<file path="config.mk">
export PLATFORM = sky130hd
export DESIGN_NAME = func_unit_pipe_flat
export DESIGN_NICKNAME = d
export VERILOG_FILES = /design/src/rtl/func_unit_pkg.sv /design/src/rtl/func_unit_if.sv /design/src/rtl/func_unit_core.sv /design/src/rtl/func_unit_pipe.sv /design/src/flat_wrapper.sv
export SDC_FILE = /design/constraint.sdc
export NUM_CORES = 1
export LEC_CHECK = 0
export ABC_AREA = 1
export ABC_CLOCK_PERIOD_IN_PS = 3600
export CAP_MARGIN = 10
export CORE_MARGIN = 1.5
export CORE_UTILIZATION = 45
export DETAILED_ROUTE_END_ITERATION = 8
export HOLD_SLACK_MARGIN = 0.15
export PLACE_DENSITY = 0.67
export SYNTH_ARGS = -nofsm -noshare
export SYNTH_HDL_FRONTEND = slang
export SYNTH_SLANG_ARGS = --single-unit
export TNS_END_PERCENT = 10
</file>
<file path="constraint.sdc">
create_clock -name clk -period 3.6 [get_ports clk]
set_clock_uncertainty 0.1 [all_clocks]
set_input_delay 1.08 -clock clk [delete_from_list [all_inputs] [get_ports clk]]
set_output_delay 1.08 -clock clk [all_outputs]
set_load 0.01 [all_outputs]
</file>
<file path="src/rtl/func_unit_pkg.sv">
// rtl/func_unit_pkg.sv - function-select encodings and flag bundle for the pipelined function unit
package func_unit_pkg;

  typedef enum logic [3:0] {
    T_A    = 4'b0000,
    INC    = 4'b0001,
    ADD    = 4'b0010,
    ADDC   = 4'b0011,
    ADDNB  = 4'b0100,
    SUB    = 4'b0101,
    DEC    = 4'b0110,
    T_A2   = 4'b0111,
    AND_OP = 4'b1000,
    OR_OP  = 4'b1001,
    XOR_OP = 4'b1010,
    NOT_A  = 4'b1011,
    T_B    = 4'b1100,
    LSR    = 4'b1101,
    LSL    = 4'b1110,
    ASR    = 4'b1111
  } fs_e;

  typedef struct packed {
    logic v;
    logic c;
    logic n;
    logic z;
  } flags_t;

endpackage

</file>
<file path="src/rtl/func_unit_if.sv">
// rtl/func_unit_if.sv - operand/result handshake bundle between issuer and function unit
interface func_unit_if #(
  parameter int WIDTH = 32
);
  localparam int SHW = $clog2(WIDTH);

  logic             flush;
  logic             in_valid;
  logic             in_ready;
  logic [3:0]       FS;
  logic [SHW-1:0]   SH;
  logic [WIDTH-1:0] A;
  logic [WIDTH-1:0] B;
  logic             out_valid;
  logic             out_ready;
  logic [WIDTH-1:0] F;
  logic             V;
  logic             C;
  logic             N;
  logic             Z;

  modport master (
    output flush, in_valid, FS, SH, A, B, out_ready,
    input  in_ready, out_valid, F, V, C, N, Z
  );

  modport slave (
    input  flush, in_valid, FS, SH, A, B, out_ready,
    output in_ready, out_valid, F, V, C, N, Z
  );

endinterface

</file>
<file path="src/rtl/func_unit_core.sv">
// rtl/func_unit_core.sv - combinational WIDTH-bit ALU/shifter producing result and V/C/N/Z
module func_unit_core
  import func_unit_pkg::*;
#(
  parameter int WIDTH = 32,
  localparam int SHW = $clog2(WIDTH)
) (
  input  logic [3:0]       fs,
  input  logic [SHW-1:0]   sh,
  input  logic [WIDTH-1:0] a,
  input  logic [WIDTH-1:0] b,
  output logic [WIDTH-1:0] f,
  output flags_t           flags
);

  logic [WIDTH-1:0] x;
  logic             cin;
  logic [WIDTH:0]   sum;
  logic [WIDTH:0]   shl_t;
  logic [WIDTH:0]   shr_t;
  logic [WIDTH:0]   sra_t;
  logic             c;
  logic             v;

  always_comb begin
    x   = '0;
    cin = 1'b0;
    case (fs_e'(fs))
      INC:     cin = 1'b1;
      ADD:     x = b;
      ADDC:    begin x = b;  cin = 1'b1; end
      ADDNB:   x = ~b;
      SUB:     begin x = ~b; cin = 1'b1; end
      DEC:     x = '1;
      default: x = '0;
    endcase
  end

  assign sum = {1'b0, a} + {1'b0, x} + {{WIDTH{1'b0}}, cin};

  // One guard bit beyond the operand catches the last bit shifted out; it is 0 for SH=0.
  assign shl_t = {1'b0, a} << sh;
  assign shr_t = {a, 1'b0} >> sh;
  assign sra_t = $signed({a, 1'b0}) >>> sh;

  always_comb begin
    f = '0;
    c = 1'b0;
    v = 1'b0;
    case (fs_e'(fs))
      INC, ADD, ADDC, ADDNB, SUB, DEC: begin
        f = sum[WIDTH-1:0];
        c = sum[WIDTH];
        v = (a[WIDTH-1] == x[WIDTH-1]) & (sum[WIDTH-1] != a[WIDTH-1]);
      end
      AND_OP:  f = a & b;
      OR_OP:   f = a | b;
      XOR_OP:  f = a ^ b;
      NOT_A:   f = ~a;
      T_B:     f = b;
      LSR:     begin f = shr_t[WIDTH:1];   c = shr_t[0];     end
      LSL:     begin f = shl_t[WIDTH-1:0]; c = shl_t[WIDTH]; end
      ASR:     begin f = sra_t[WIDTH:1];   c = sra_t[0];     end
      default: f = a;
    endcase
    flags = '{v: v, c: c, n: f[WIDTH-1], z: (f == '0)};
  end

endmodule

</file>
<file path="src/rtl/func_unit_pipe.sv">
// rtl/func_unit_pipe.sv - two-stage valid/ready pipelined function unit with flush
module func_unit_pipe
  import func_unit_pkg::*;
#(
  parameter int WIDTH = 32
) (
  input logic       clk,
  input logic       rst,
  func_unit_if.slave bus
);

  localparam int SHW = $clog2(WIDTH);

  logic             s1_valid;
  logic [3:0]       s1_fs;
  logic [SHW-1:0]   s1_sh;
  logic [WIDTH-1:0] s1_a;
  logic [WIDTH-1:0] s1_b;
  logic             s2_valid;
  logic [WIDTH-1:0] f_q;
  flags_t           flags_q;
  logic [WIDTH-1:0] core_f;
  flags_t           core_flags;
  logic             adv1;
  logic             adv2;

  assign adv2        = ~s2_valid | bus.out_ready;
  assign adv1        = ~s1_valid | adv2;
  assign bus.in_ready = adv1 & ~bus.flush;

  func_unit_core #(.WIDTH(WIDTH)) u_core (
    .fs    (s1_fs),
    .sh    (s1_sh),
    .a     (s1_a),
    .b     (s1_b),
    .f     (core_f),
    .flags (core_flags)
  );

  always_ff @(posedge clk) begin
    if (rst) begin
      s1_valid <= 1'b0;
      s2_valid <= 1'b0;
      s1_fs    <= '0;
      s1_sh    <= '0;
      s1_a     <= '0;
      s1_b     <= '0;
      f_q      <= '0;
      flags_q  <= '0;
    end else if (bus.flush) begin
      // Squash only the valids; stale result/flags stay visible but unqualified.
      s1_valid <= 1'b0;
      s2_valid <= 1'b0;
    end else begin
      if (adv1) begin
        s1_valid <= bus.in_valid;
        if (bus.in_valid) begin
          s1_fs <= bus.FS;
          s1_sh <= bus.SH;
          s1_a  <= bus.A;
          s1_b  <= bus.B;
        end
      end
      if (adv2) begin
        s2_valid <= s1_valid;
        if (s1_valid) begin
          f_q     <= core_f;
          flags_q <= core_flags;
        end
      end
    end
  end

  assign bus.out_valid = s2_valid;
  assign bus.F         = f_q;
  assign bus.V         = flags_q.v;
  assign bus.C         = flags_q.c;
  assign bus.N         = flags_q.n;
  assign bus.Z         = flags_q.z;

endmodule

</file>
<file path="src/flat_wrapper.sv">
// flat-port wrapper written by rule: the top's interface ports become plain ports
module func_unit_pipe_flat import func_unit_pkg::*;
#(
  parameter int WIDTH = 32
)
  (clk, rst, bus_flush, bus_in_valid, bus_FS, bus_SH, bus_A, bus_B, bus_out_ready, bus_in_ready, bus_out_valid, bus_F, bus_V, bus_C, bus_N, bus_Z);
  func_unit_if #(.WIDTH(WIDTH)) bus_i ();
  input logic clk;
  input logic rst;
  input wire logic [$bits(bus_i.flush)-1:0] bus_flush;
  input wire logic [$bits(bus_i.in_valid)-1:0] bus_in_valid;
  input wire logic [$bits(bus_i.FS)-1:0] bus_FS;
  input wire logic [$bits(bus_i.SH)-1:0] bus_SH;
  input wire logic [$bits(bus_i.A)-1:0] bus_A;
  input wire logic [$bits(bus_i.B)-1:0] bus_B;
  input wire logic [$bits(bus_i.out_ready)-1:0] bus_out_ready;
  output wire logic [$bits(bus_i.in_ready)-1:0] bus_in_ready;
  output wire logic [$bits(bus_i.out_valid)-1:0] bus_out_valid;
  output wire logic [$bits(bus_i.F)-1:0] bus_F;
  output wire logic [$bits(bus_i.V)-1:0] bus_V;
  output wire logic [$bits(bus_i.C)-1:0] bus_C;
  output wire logic [$bits(bus_i.N)-1:0] bus_N;
  output wire logic [$bits(bus_i.Z)-1:0] bus_Z;
  assign bus_i.flush = bus_flush;
  assign bus_i.in_valid = bus_in_valid;
  assign bus_i.FS = bus_FS;
  assign bus_i.SH = bus_SH;
  assign bus_i.A = bus_A;
  assign bus_i.B = bus_B;
  assign bus_i.out_ready = bus_out_ready;
  assign bus_in_ready = bus_i.in_ready;
  assign bus_out_valid = bus_i.out_valid;
  assign bus_F = bus_i.F;
  assign bus_V = bus_i.V;
  assign bus_C = bus_i.C;
  assign bus_N = bus_i.N;
  assign bus_Z = bus_i.Z;
  func_unit_pipe #(.WIDTH(WIDTH)) u_core (.clk(clk), .rst(rst), .bus(bus_i));
endmodule
</file>
== After elaboration in Yosys (flattened, before gate mapping) ==
Index checks and enable logic that the tools add are counted.

* Bits of input ports: 78
* Bits in registers: 111

* Equal/unequal tests: 16
* Reduce and logical (&&, ||, !) cells: 8
* Bitwise logic cells: 12
* Shift operators: 3
* Add/subtract/negate cells: 2
* Mux-type cells: 5

{| class="wikitable"
|+ Operators with widths
! kind !! count
|-
| one-hot mux 32 bit (9 select lines) || 1
|-
| one-hot mux 32 bit (3 select lines) || 1
|-
| inverter 32 bit || 2
|-
| adder 32 x 32 -> 33 bit || 1
|-
| adder 33 x 1 -> 33 bit || 1
|-
| left shift 32 x 5 -> 33 bit || 1
|-
| right shift 33 x 5 -> 33 bit || 1
|-
| >>> shifter 33 x 5 -> 33 bit || 1
|-
| bitwise AND 32 bit || 1
|-
| == test 4 bit (second input constant) || 8
|-
| zero test 32 bit || 1
|-
| bitwise OR 32 bit || 1
|-
| XOR 32 bit || 1
|-
| == test 4 x 3 -> 1 bit (second input constant) || 3
|-
| == test 4 x 2 -> 1 bit (second input constant) || 2
|-
| AND reduction 3 bit || 2
|-
| OR reduction 2 bit || 3
|-
| OR reduction 6 bit || 1
|-
| == test 4 x 1 -> 1 bit (second input constant) || 1
|-
| one-hot mux 1 bit (4 select lines) || 1
|-
| inverter 1 bit || 3
|-
| OR reduction 3 bit || 1
|-
| bitwise AND 1 bit || 2
|-
| two-way mux 1 bit || 2
|-
| other kinds (3) || 4
|}

== Logic depth before layout (Yosys ltp) ==
* Word-level depth: 8
* Depth in mapped cells: 28

== By module ==
A second synthesis with hierarchy kept.

* Cell total of the unflattened synthesis: 2,696
* Area total of the unflattened synthesis: 14,347.5 um2

{| class="wikitable"
|+ By module, submodules not included
! module !! instances !! area an instance (um2) !! cells an instance !! seq. area each (um2)
|-
| func_unit_core || 1 || 9,160.0 || 1,898 || 0.0
|-
| func_unit_pipe || 1 || 5,187.5 || 798 || 2,222.1
|}

== Worst setup path after synthesis ==
Ideal clock, no wire load.

* Kind: register -> register
* Start: register u_core.s1_fs[0]
* End: register u_core.flags_q, in the netlist u_core.bus.Z
* Period minus slack after synthesis: 3.425 ns
* Library setup time: 0.070 ns
* Buffers on the path: 2
* Cell stages (with the launch flop): 27
* Arrival: 3.255 ns
* Path slack: 0.175 ns
* Cells stage by stage: dfxtp_1 -> buf_2 -> inv_2 -> nand2_2 -> inv_1 -> nand2_1 -> buf_1 -> nand3_1 -> fa_1 -> fa_1 -> nand2_1 -> nand3_1 -> nand3_1 -> nand2_1 -> nand2_1 -> nand2_1 -> nand2_1 -> nand3b_1 -> nand3_1 -> nand2_1 -> inv_1 -> nand2_1 -> nor2_1 -> nand2_1 -> nor2_1 -> nand3_1 -> a21oi_1

* Word-level cells in the longest chain between the ends: 7

{| class="wikitable"
|+ RTL lines
! element !! line !! RTL
|-
| start, declared || func_unit_pipe.sv:15 || <nowiki>logic [3:0] s1_fs;</nowiki>
|-
| start signal, assigned || func_unit_pipe.sv:58 || <nowiki>s1_fs <= bus.FS;</nowiki>
|-
| == test 4 x 3 -> 1 bit / == test 4 x 2 -> 1 bit (equally long branches) || func_unit_core.sv:28, func_unit_core.sv:50 ||
|-
| OR reduction 2 bit (no source line) || - ||
|-
| one-hot mux 32 bit (3 select lines) || func_unit_core.sv:28 || <nowiki>case (fs_e'(fs))</nowiki>
|-
| adder 32 x 32 -> 33 bit || func_unit_core.sv:39 || <nowiki>assign sum = {1'b0, a} + {1'b0, x} + {{WIDTH{1'b0}}, cin};</nowiki>
|-
| adder 33 x 1 -> 33 bit || func_unit_core.sv:39 ||
|-
| one-hot mux 32 bit (9 select lines) (*) || func_unit_core.sv:50 || <nowiki>case (fs_e'(fs))</nowiki>
|-
| zero test 32 bit (*) || func_unit_core.sv:66 || <nowiki>flags = '{v: v, c: c, n: f[WIDTH-1], z: (f == '0)};</nowiki>
|-
| end signal, assigned || func_unit_pipe.sv:68 || <nowiki>flags_q <= core_flags;</nowiki>
|-
| end, declared || func_unit_pipe.sv:21 || <nowiki>flags_t flags_q;</nowiki>
|}

Mark *: on every way between the ends. The rest lies on a longest branch, timed or not.
A chain may end at the register's enable or synchronous reset.

== Worst setup path in the final report ==
* Start: register u_core.s1_fs[2]
* End: register u_core.flags_q, in the netlist u_core.bus.Z

Same word-level chain as after synthesis.

==> metrics.yaml <==
syn-num-nets: 2586
clockBufferDepth: 2
dr_wl_met2_um: 27300
synth.distinct_cells: 40
ys_warn_count: 0
cts_buffers: 9
r2r_start: "u_core.s1_fs[2]"
worst_slew_pin_slew_ns: 0.823
slowest_stage: "dfxtp_2"
cts_sinks: 110
place.gp.congestion: 1.04
dr_total_vias: 17200
period_share_pct: 96.5
hold_path.class: "flip-flop to flip-flop"
p_sw_w: 0.00199
ioPinCount: 116
drc: 0
antenna_found_initial: 1
crit_required_ns: 3.83
crit_type: "flip-flop to flip-flop"
hold_violations: 0
cp_num_buf_inv: 2
wl_um: 63400
critPathMaxStageDelay_ns: 0.35
synth_seq_cells: 110
synth_ff_type: "dfxtp_1"
final_cells: 2939
p_leak_nw: 7.94
setup_violations: 0
p_comb_share_pct: 44.6
grt_pass1_vias: 15800
cp-start-kind: "flip-flop"
initial_core_util_pct: 45.7
startpoint: "u_core.s1_fs[2]"
p_per_area_nw_per_um2: 284
avgRoutedWirePerCell_um: 21.6
grt_pass1_wl_um: 94600
htree_levels: 3
die_area_um2: 30100
met3_length_um: 5680
ant_nets: 0
core-area_um2: 28600
placed_cell_area_um2: 15200
drt_iter0_markers: 2193
grt_setup_unrepaired: "yes"
syn_area_per_cell_um2: 5.42
layout_commonest_cell: "nand2_1"
fin_area_um2: 15800
maxCapViolCount: 0
path_cells: "inv_2 > nor2_1 > nand2_1 > buf_12 > nand3_1 > ha_4 > nand2_1 > nor2_1 > and3_1 > nand2_1 > nand2_1 > nand2_1 > nand3_1 > o21ai_0 > nor2_2 > nand2_1 > nor2_1 > nand2_1 > nor2_2 > nand3_1 > a21oi_2"
die_h_um: 173
drive_gt1_share_pct: 8.97
swShare_pct: 44.4
cts_tree: "yes"
synth_area_um2: 13100
cp_max_fo: 19
fmax_ghz: 0.288
die_w_um: 173
nFillCells: 3104
hpwl_um: 49900
cts.clk_slew.worst_paths_ns: 0.10
cp.arrival_ns: 3.70
synthArstFlopShare_pct: 0
clk_latency_ns: 0.41
p_total_w: 0.00449
slew_headroom_pct: 45.1
intPower_w: 0.00250
final_cell_mix: "840 x nand2_1, 416 x nand3_1, 243 x inv_1"
via_per_inst: 5.85
r2r_setup_slack_ns: 0.13
synth_edf_count: 0
period_needed_ns: 3.47
cts_root_buffer: "clkbuf_16"
peakVddDrop_mv: 0.321
top_layer: "met4"
first_pass_iters: 6
fin_nets: 2724
wl_met1_um: 26000
maxSlewViolCount: 0
cp-end-kind: "flip-flop"
pwr-share-clk_pct: 24.2
path_delay_family: "simple AND/OR/NAND/NOR gates"
port_buffers: 115
status: "finished, final reports clean"
post-place-cells: 2917
min_from: "u_core.bus.V"
area_growth_pct: 20.9
syn_inst: 2411
grt.total_usage_pct: 41.4
p_seq_share_pct: 31.3
core.rowCount: 62
crit_top_cell: "nand2_1"
grt_overflow: 0
synth_seq_area_share_pct: 16.8
grt_max_degree: 107
## flip-flops by register name, summed over array words and instances, names as in the netlist
name	count
u_core.s1_b	32
u_core.bus.C	1
u_core.bus.out_valid	1
u_core.bus.Z	1
u_core.s1_valid	1
u_core.bus.N	1
u_core.s1_fs	4
u_core.s1_a	32
u_core.bus.V	1
u_core.s1_sh	5
u_core.bus.F	31
## Yosys cell counts, types with 3 or more instances
cell / number / area (µm²)
a21oi_1: 147 / 736
and2_1: 8 / 50.1
and3_1: 4 / 25.0
buf_1: 11 / 41.3
buf_2: 38 / 190
buf_4: 9 / 67.6
clkbuf_1: 62 / 233
dfxtp_1: 110 / 2200
ha_1: 95 / 1190
inv_1: 246 / 923
inv_2: 10 / 37.5
nand2_1: 848 / 3180
nand2_2: 5 / 31.3
nand3_1: 421 / 2110
nand3b_1: 8 / 60.1
nand4_1: 19 / 119
nor2_1: 140 / 526
nor2_2: 6 / 37.5
nor3_1: 17 / 85.1
o211ai_1: 28 / 210
o21ai_0: 129 / 646
o21ai_1: 5 / 25.0
o21bai_1: 3 / 22.5
o22ai_1: 18 / 113
or2_2: 3 / 18.8
## final timing paths
kind / end / depth (start not counted)
setup / recovery: u_core.bus.Z / 21
hold / removal: u_core.bus.V / 2
setup reg to reg: u_core.bus.Z / 21
hold reg to reg: u_core.bus.V / 2
## worst reg2reg max path, cell delays in order (launching register included)
cell	delay, ns
dfxtp_2	0.35
inv_2	0.10
nor2_1	0.07
nand2_1	0.18
buf_12	0.19
nand3_1	0.18
ha_4	0.34
nand2_1	0.10
nor2_1	0.19
and3_1	0.17
nand2_1	0.09
nand2_1	0.14
nand2_1	0.07
nand3_1	0.16
o21ai_0	0.14
nor2_2	0.18
nand2_1	0.07
nor2_1	0.10
nand2_1	0.06
nor2_2	0.16
nand3_1	0.12
a21oi_2	0.13
## per-layer routing
metal	up-vias	track usage, %
li1	8155	-
met1	7903	53.9
met2	958	65.3
met3	183	5.99
met4	0	24.1
met5	-	0
## final cells by class
type                            count  area [µm²]  share of cell area, %
Sequential cell                   110        2210                   14.0
Inverter                          257         965                   6.11
Multi-Input combinational cell   1922        9560                   60.5
Clock buffer                        9         225                   1.43
Timing Repair Buffer              249        2280                   14.5
Clock inverter                      7        76.3                  0.483
Antenna cell                        1        2.50                 0.0158
Tap cell                          384         480                   3.04
## power groups by stage
stage	Sequential [W]	Clock (W)	Combinational, W
2_1_floorplan	0.00137	0	0.00110
3_3_place_gp	0.00142	0	0.00188
3_5_place_dp	0.00142	0	0.00189
4_1_cts	0.00139	0.00109	0.00190
5_1_grt	0.00141	0.00112	0.00216
6_report	0.00140	0.00108	0.00200
## stage by stage
| stage | setup TNS [ns] | util, % | setup WS (ns) | hold WS, ns |
|---|---|---|---|---|
| finish | 0 | 55.2 | 0.127 | 0.375 |
| global route | -0.0346 | 55.2 | -0.0346 | 0.406 |
| CTS | 0 | 54.3 | 0.0141 | 0.374 |
| detailed placement | -0.0463 | 53.3 | -0.0406 | 0.361 |
| global placement | -0.00993 | 53.3 | -0.00993 | 0.359 |
| floorplan | 0 | - | 0.175 | 0.363 |
## repair_timing
action                                  CTS  global route
endpoints found under the hold margin     0             0
gates cloned                              0             1
endpoints found under the setup margin    2             5
pin swaps                                 0             5
setup buffers                             0             4
resized for setup                         3            50
hold buffers                              0             0
## kinds of logic (layout without fill, tap and decap cells)
group / count (synthesis) / count (layout) / synth area share, %
buf+inv: 379 / 522 / 11.6
other cells: 0 / 1 / 0
simple gates: 1484 / 1484 / 48.1
xor+xnor: 2 / 2 / 0.134
compound gates: 339 / 339 / 13.9
fa+ha+maj: 97 / 97 / 9.40
flops: 110 / 110 / 16.8
(Power assumes the default switching activity.)
